**config.mk**
```make
export PLATFORM = sky130hd
export DESIGN_NAME = layer5_argmax
export DESIGN_NICKNAME = d
export VERILOG_FILES = /design/src/rtl/layer5_argmax.sv
export SDC_FILE = /design/constraint.sdc
export NUM_CORES = 1
export LEC_CHECK = 0
export ABC_AREA = 1
export CAP_MARGIN = 20
export CORE_ASPECT_RATIO = 1.25
export CORE_MARGIN = 1
export CORE_UTILIZATION = 40
export DETAILED_ROUTE_END_ITERATION = 16
export GPL_TIMING_DRIVEN = 0
export RECOVER_POWER = 25
export SLEW_MARGIN = 10
export SYNTH_ARGS = -nofsm -noshare
export SYNTH_HDL_FRONTEND = slang
export SYNTH_SLANG_ARGS = --single-unit
export TNS_END_PERCENT = 30
```
**constraint.sdc**
```tcl
create_clock -name clk -period 3 [get_ports clk]
set_clock_uncertainty 0.2 [all_clocks]
set_input_delay 0.45 -clock clk [delete_from_list [all_inputs] [get_ports clk]]
set_output_delay 0.45 -clock clk [all_outputs]
set_load 0.1 [all_outputs]
```
**src/rtl/layer5_argmax.sv**
```systemverilog
// rtl/layer5_argmax.sv - streaming argmax over one frame of signed logits, valid/ready result
// Optional second-best index and margin outputs: define ARGMAX_TOP2_EN.
module layer5_argmax #(
    parameter int NUM_CLASSES = 10,
    parameter int DATA_WIDTH  = 32,
    parameter int IDX_WIDTH   = 4,
    parameter int CNT_WIDTH   = 16
) (
    input  logic                         clk,
    input  logic                         rst_n,
    input  logic                         valid_in,
    output logic                         in_ready,
    input  logic signed [DATA_WIDTH-1:0] in_data,
    input  logic                         in_last,
    output logic                         out_valid,
    input  logic                         out_ready,
    output logic        [IDX_WIDTH-1:0]  class_idx,
    output logic signed [DATA_WIDTH-1:0] max_score,
    output logic                         frame_err,
`ifdef ARGMAX_TOP2_EN
    output logic        [IDX_WIDTH-1:0]  second_idx,
    output logic        [DATA_WIDTH:0]   margin,
`endif
    output logic        [CNT_WIDTH-1:0]  img_count
);

    typedef enum logic {ACCUM, HOLD} state_t;

    localparam logic [IDX_WIDTH-1:0] LAST_IDX = IDX_WIDTH'(NUM_CLASSES - 1);

    state_t                       state_q, state_d;
    logic        [IDX_WIDTH-1:0]  cnt_q;
    logic signed [DATA_WIDTH-1:0] best_q, best_d;
    logic        [IDX_WIDTH-1:0]  best_idx_q, best_idx_d;
    logic        [IDX_WIDTH-1:0]  class_idx_q;
    logic signed [DATA_WIDTH-1:0] max_score_q;
    logic                         frame_err_q;
    logic        [CNT_WIDTH-1:0]  img_count_q;

    logic beat, first, at_last, term, err, gt, handshake;

    assign beat      = valid_in && (state_q == ACCUM);
    assign first     = (cnt_q == '0);
    assign at_last   = (cnt_q == LAST_IDX);
    assign term      = in_last || at_last;
    assign err       = in_last != at_last;
    assign gt        = in_data > best_q;
    assign handshake = (state_q == HOLD) && out_ready;

    always_ff @(posedge clk or negedge rst_n) begin
        if (!rst_n) state_q <= ACCUM;
        else        state_q <= state_d;
    end

    always_comb begin
        state_d   = state_q;
        in_ready  = 1'b0;
        out_valid = 1'b0;
        case (state_q)
            ACCUM: begin
                in_ready = 1'b1;
                if (beat && term) state_d = HOLD;
            end
            HOLD: begin
                out_valid = 1'b1;
                if (out_ready) state_d = ACCUM;
            end
            default: state_d = ACCUM;
        endcase
    end

    // Strict greater-than keeps the lowest index on ties.
    always_comb begin
        best_d     = best_q;
        best_idx_d = best_idx_q;
        if (first || gt) begin
            best_d     = in_data;
            best_idx_d = first ? '0 : cnt_q;
        end
    end

    always_ff @(posedge clk or negedge rst_n) begin
        if (!rst_n) begin
            cnt_q       <= '0;
            best_q      <= '0;
            best_idx_q  <= '0;
            class_idx_q <= '0;
            max_score_q <= '0;
            frame_err_q <= 1'b0;
            img_count_q <= '0;
        end else begin
            if (beat) begin
                cnt_q      <= term ? '0 : cnt_q + IDX_WIDTH'(1);
                best_q     <= best_d;
                best_idx_q <= best_idx_d;
                if (term) begin
                    class_idx_q <= best_idx_d;
                    max_score_q <= best_d;
                    frame_err_q <= err;
                end
            end
            if (handshake) img_count_q <= img_count_q + CNT_WIDTH'(1);
        end
    end

    assign class_idx = class_idx_q;
    assign max_score = max_score_q;
    assign frame_err = frame_err_q;
    assign img_count = img_count_q;

`ifdef ARGMAX_TOP2_EN
    logic signed [DATA_WIDTH-1:0] sec_q, sec_d;
    logic        [IDX_WIDTH-1:0]  sec_idx_q, sec_idx_d;
    logic        [IDX_WIDTH-1:0]  second_idx_q;
    logic        [DATA_WIDTH:0]   margin_q, margin_d;

    // A displaced best drops into second; otherwise the beat competes for second.
    always_comb begin
        sec_d     = sec_q;
        sec_idx_d = sec_idx_q;
        if (first) begin
            sec_d     = {1'b1, {(DATA_WIDTH-1){1'b0}}};
            sec_idx_d = '0;
        end else if (gt) begin
            sec_d     = best_q;
            sec_idx_d = best_idx_q;
        end else if (in_data > sec_q) begin
            sec_d     = in_data;
            sec_idx_d = cnt_q;
        end
        margin_d = first ? '0
                         : {best_d[DATA_WIDTH-1], best_d} - {sec_d[DATA_WIDTH-1], sec_d};
    end

    always_ff @(posedge clk or negedge rst_n) begin
        if (!rst_n) begin
            sec_q        <= '0;
            sec_idx_q    <= '0;
            second_idx_q <= '0;
            margin_q     <= '0;
        end else if (beat) begin
            sec_q     <= sec_d;
            sec_idx_q <= sec_idx_d;
            if (term) begin
                second_idx_q <= sec_idx_d;
                margin_q     <= margin_d;
            end
        end
    end

    assign second_idx = second_idx_q;
    assign margin     = margin_q;
`endif

endmodule

```
==> After elaboration in Yosys (flattened, before gate mapping) <==
Index checks and enable logic that the tools add are counted.
Widths: inputs -> output; s select.
{ "word_totals": {"out_inout_bits": 55, "elab_cells": 30, "ff_bits": 94, "inputBits": 37} }
{ "classes": {"add_sub_neg": 2, "n_bitwise": 1, "eq_ne": 2, "n_lt_le_gt_ge": 1, "reduce_logical": 7, "muxes": 9} }
{ "ops": {"columns": ["operator", "count"], "rows": [
  ["$gt 32x32->1", 1],
  ["$mux 32", 1],
  ["$add 16x1->16 const B", 1],
  ["$mux 4", 3],
  ["$add 4x1->4 const B", 1],
  ["$eq 4x4->1 const B", 1],
  ["$logic_not 4->1", 1],
  ["$mux 1", 4],
  ["$logic_and 1x1->1", 3],
  ["$logic_or 1x1->1", 2],
  ["$pmux 1 s2", 1],
  ["$reduce_and 2->1", 1],
  ["$ne 1x1->1", 1],
  ["$not 1->1", 1]
]} }

==> Longest topological paths before layout <==
{ "depth": {"word_depth": 5, "depth_mapped": 20, "ltp_nobuf": 19} }

==> Least setup slack after synthesis <==
Ideal clock, no wire load.
{ "synth_timing": {"path_kind": "register to register", "start": "register state_q", "end": "register best_q[10]", "arrival_ps": 2566, "path_slack_ps": 168, "path_stages_with_launch": 7, "n_path_buf": 2, "synth_period_minus_slack_ps": 2832, "required_time_ps": 2734, "setup_time_ps": 66, "cell_sequence": "dfrtp_1 inv_1 nand2_1 clkbuf_1 clkbuf_1 nand2_1 nand2_1"} }
{ "synth_via": {"elab_chain_cells": 2} }
{ "synth_rtl": {"columns": ["item", "line_no", "rtl"], "rows": [
  ["start: declaration", "31", "state_t state_q, state_d;"],
  ["start signal: assignment", "52", "else state_q <= state_d;"],
  ["$not 1->1", null, null],
  ["$logic_and 1x1->1", "42", "assign beat = valid_in && (state_q == ACCUM);"],
  ["end signal: assignment", "94", "best_q <= best_d;"],
  ["end: declaration", "33", "logic signed [DATA_WIDTH-1:0] best_q, best_d;"]
]} }
No other way between the ends.
A chain may end at the register's enable or synchronous reset.

==> Final worst setup path <==
{ "layout_timing": {"start": "input in_data[31]", "end": "register max_score_q[11] (netlist: max_score[11])"} }
{ "layout_via": {"elab_chain_cells": 3} }
{ "layout_rtl": {"columns": ["item", "line_no", "rtl"], "rows": [
  ["start: declaration", "13", "input logic signed [DATA_WIDTH-1:0] in_data,"],
  ["$gt 32x32->1", "47", "assign gt = in_data > best_q;"],
  ["$logic_or 1x1->1", "76", "if (first || gt) begin"],
  ["$mux 32", "76", null],
  ["end signal: assignment", "98", "max_score_q <= best_d;"],
  ["end: declaration", "36", "logic signed [DATA_WIDTH-1:0] max_score_q;"]
]} }
No other way between the ends.

==> out/qor.yml <==
synth_area_per_cell_sq_um: 8.24
yosysWarnings: 0
drtPass1Iterations: 5
timing.final.crit_period_ps: 2740
seq_area_frac_synth_pct: 42.5
cap_violations: 0
final_common_cell: "nand2_1"
grt_pass1_wl_mm: 22.4
final_max_slew_viol_count: 0
die_x_um: 107
drc: 0
syn_area_sq_mm: 0.00554
ioPinCount: 92
synth_cell_type_count: 32
post_cts_buffers: 0
placed_cells: 935
area_growth_pct: 26.3
cts_tree: "done"
ys_ff_latch: 94
synth_top_family_by_area: "simple AND/OR/NAND/NOR gates"
start_util_pct: 41.5
num_rows: 47
root_buffer: "clkbuf_16"
clk_latency_ps: 340
antenna_found_initial: 0
dp_hpwl_mm: 9.74
synth_mux_area_share_pct: 0
cts.sinks: 94
drt_iter0_drc: 237
crit_fanout: 10
syn_nets: 746
grt_max_degree: 58
io_buffers: 91
diodes: 0
finalWirelength_mm: 13.1
fillers: 1283
final_layout_size_suffix_gt1_share_pct: 9.86
tightest_slew_ps: 1000
startpoint_type: "input pin"
grtUsageTotal_pct: 19.8
hold_viol: 0
final_cell_mix: "nand2_1, nand3_1, dfrtp_1"
nets: 850
routedWlPerCell_um: 13.8
grt_overflow: 0
vdd_drop_max_mv: 0.832
period_share_pct: 91.3
antenna_left: 0
setup_slack_ps: 261
max_freq_mhz: 365
synth-adder-area-share_pct: 8.36
synth-compound-area-share_pct: 2.62
fin_cells: 952
crit_path_end_kind: "flip-flop"
coreArea_sq_mm: 0.0133
status: "complete, no violations"
p_leak_nw: 3.69
die-area_sq_mm: 0.0143
hp-class: "flip-flop to flip-flop"
arrival_ps: 2770
required_ps: 3030
post-place-ws_ps: -89.3
path_class: "input pin to flip-flop"
cts_buffers: 9
synth-xor-area-share_pct: 2.37
clock_path_buffers: 2
vias: 4680
syn_inst: 672
slew_headroom_pct: 32.9
post_cts_resized: 0
setup_viol: 0
rsz0062_at_grt: "false"
clk_pin_slew_ps: 70
power.density_mw_per_mm2: 1220
final_util_pct: 52.4
vias_per_cell: 4.92
grt_pass1_vias: 4788
fp.dieH_um: 134
synthSimpleGateAreaFrac_pct: 34.3
place_congestion: 0.786
cts_hold_buf: 1
htree_levels: 3
[worst max-delay path, stage by stage]
cell	delay, ps
clkdlybuf4s50_1	460
ha_1	370
a21oi_1	170
o21a_2	150
nand2_2	60
a21oi_4	140
nand2_1	80
nand2_2	110
nand3_4	190
nand2_8	170
buf_12	190
nand2_4	60
nand3_1	110
nand2_1	60
[sequential cells by signal, indices dropped and copies added (netlist names)]
signal / flops
frame_err: 1
class_idx: 4
best_q: 32
cnt_q: 4
state_q: 1
max_score: 32
best_idx_q: 4
img_count: 16
[metal layers]
layer,global-route usage [%],wire length (um),vias up
met4,8.30,277,0
li1,-,-,2332
met1,25.4,5870,2251
met2,33.5,6560,78
met3,2.25,427,19
met5,0,0,-
[synth_stat cells]
master    instances  area share [%]
clkinv_1          1           0.068
nor2_1           14            0.95
a21o_1            1            0.14
ha_1             37             8.4
xor2_1            9             1.4
buf_12            3             1.1
nor3_1            1           0.090
o21a_2            1            0.16
nor2_2            1            0.11
nand4_1           8            0.90
a21oi_1          15             1.4
nand3_4           1            0.32
a21oi_4           1            0.29
nor4_1            1            0.11
buf_4             9             1.2
nor2_4            1            0.20
clkbuf_1          8            0.54
nand3_1         116              10
nand2_4          30             6.1
nand3_2           1            0.18
xnor2_1           6            0.95
o21a_1            1            0.14
nand2_1         203              14
nor3_2            1            0.18
clkbuf_4          6            0.81
o21ai_0           6            0.54
inv_2             1           0.068
nand2_2           4            0.45
dfrtp_1          94              42
and3_1            1            0.11
inv_1            89             6.0
nand2_8           1            0.36
[path summary, 6_finish.rpt]
check | start | endpoint | slack, ps | cells past startpoint
min | img_count[15] | img_count[15] | 270 | 1
min reg2reg | img_count[15] | img_count[15] | 270 | 1
max | in_data[31] | max_score[11] | 260 | 14
max in group asynchronous | rst_n | best_q[28] | 600 | 3
max reg2reg | best_q[15] | max_score[11] | 430 | 15
min in group asynchronous | rst_n | max_score[2] | 580 | 2
[power breakdown]
part           switching [mW]  leakage (nW)  internal, mW  total (mW)
Combinational            3.78          2.36          1.43        5.21
Sequential              0.301          1.18          1.78        2.08
Clock                   0.509         0.156         0.734        1.24
[logic make-up after synthesis]
logic type,Yosys count
flops,94
buf+inv,117
simple gates,384
fa+ha+maj,37
xor+xnor,15
compound gates,25
[layout make-up]
class / instances / area (sq um) / area share (%)
inverter: 91 / 342 / 4.89
sequential: 94 / 2350 / 33.6
clock buffer: 9 / 225 / 3.22
tap: 171 / 214 / 3.06
clock inverter: 7 / 95.1 / 1.36
timing repair buffer: 93 / 923 / 13.2
multi-input combinational: 461 / 2640 / 37.8
buffer: 26 / 199 / 2.85
[through the flow]
step / power, mW / area [sq um] / hold slack (ps) / TNS [ps]
floorplan: 6.12 / 5540 / -45.6 / 0
global placement: 7.25 / 6660 / 260 / -229610
detailed placement: 7.34 / 6690 / 262 / -2310
CTS: 8.61 / 7020 / 278 / 0
global route: 9.07 / 6990 / 283 / 0
finish: 8.53 / 6990 / 268 / 0
Power figures use the tool's default switching activity.
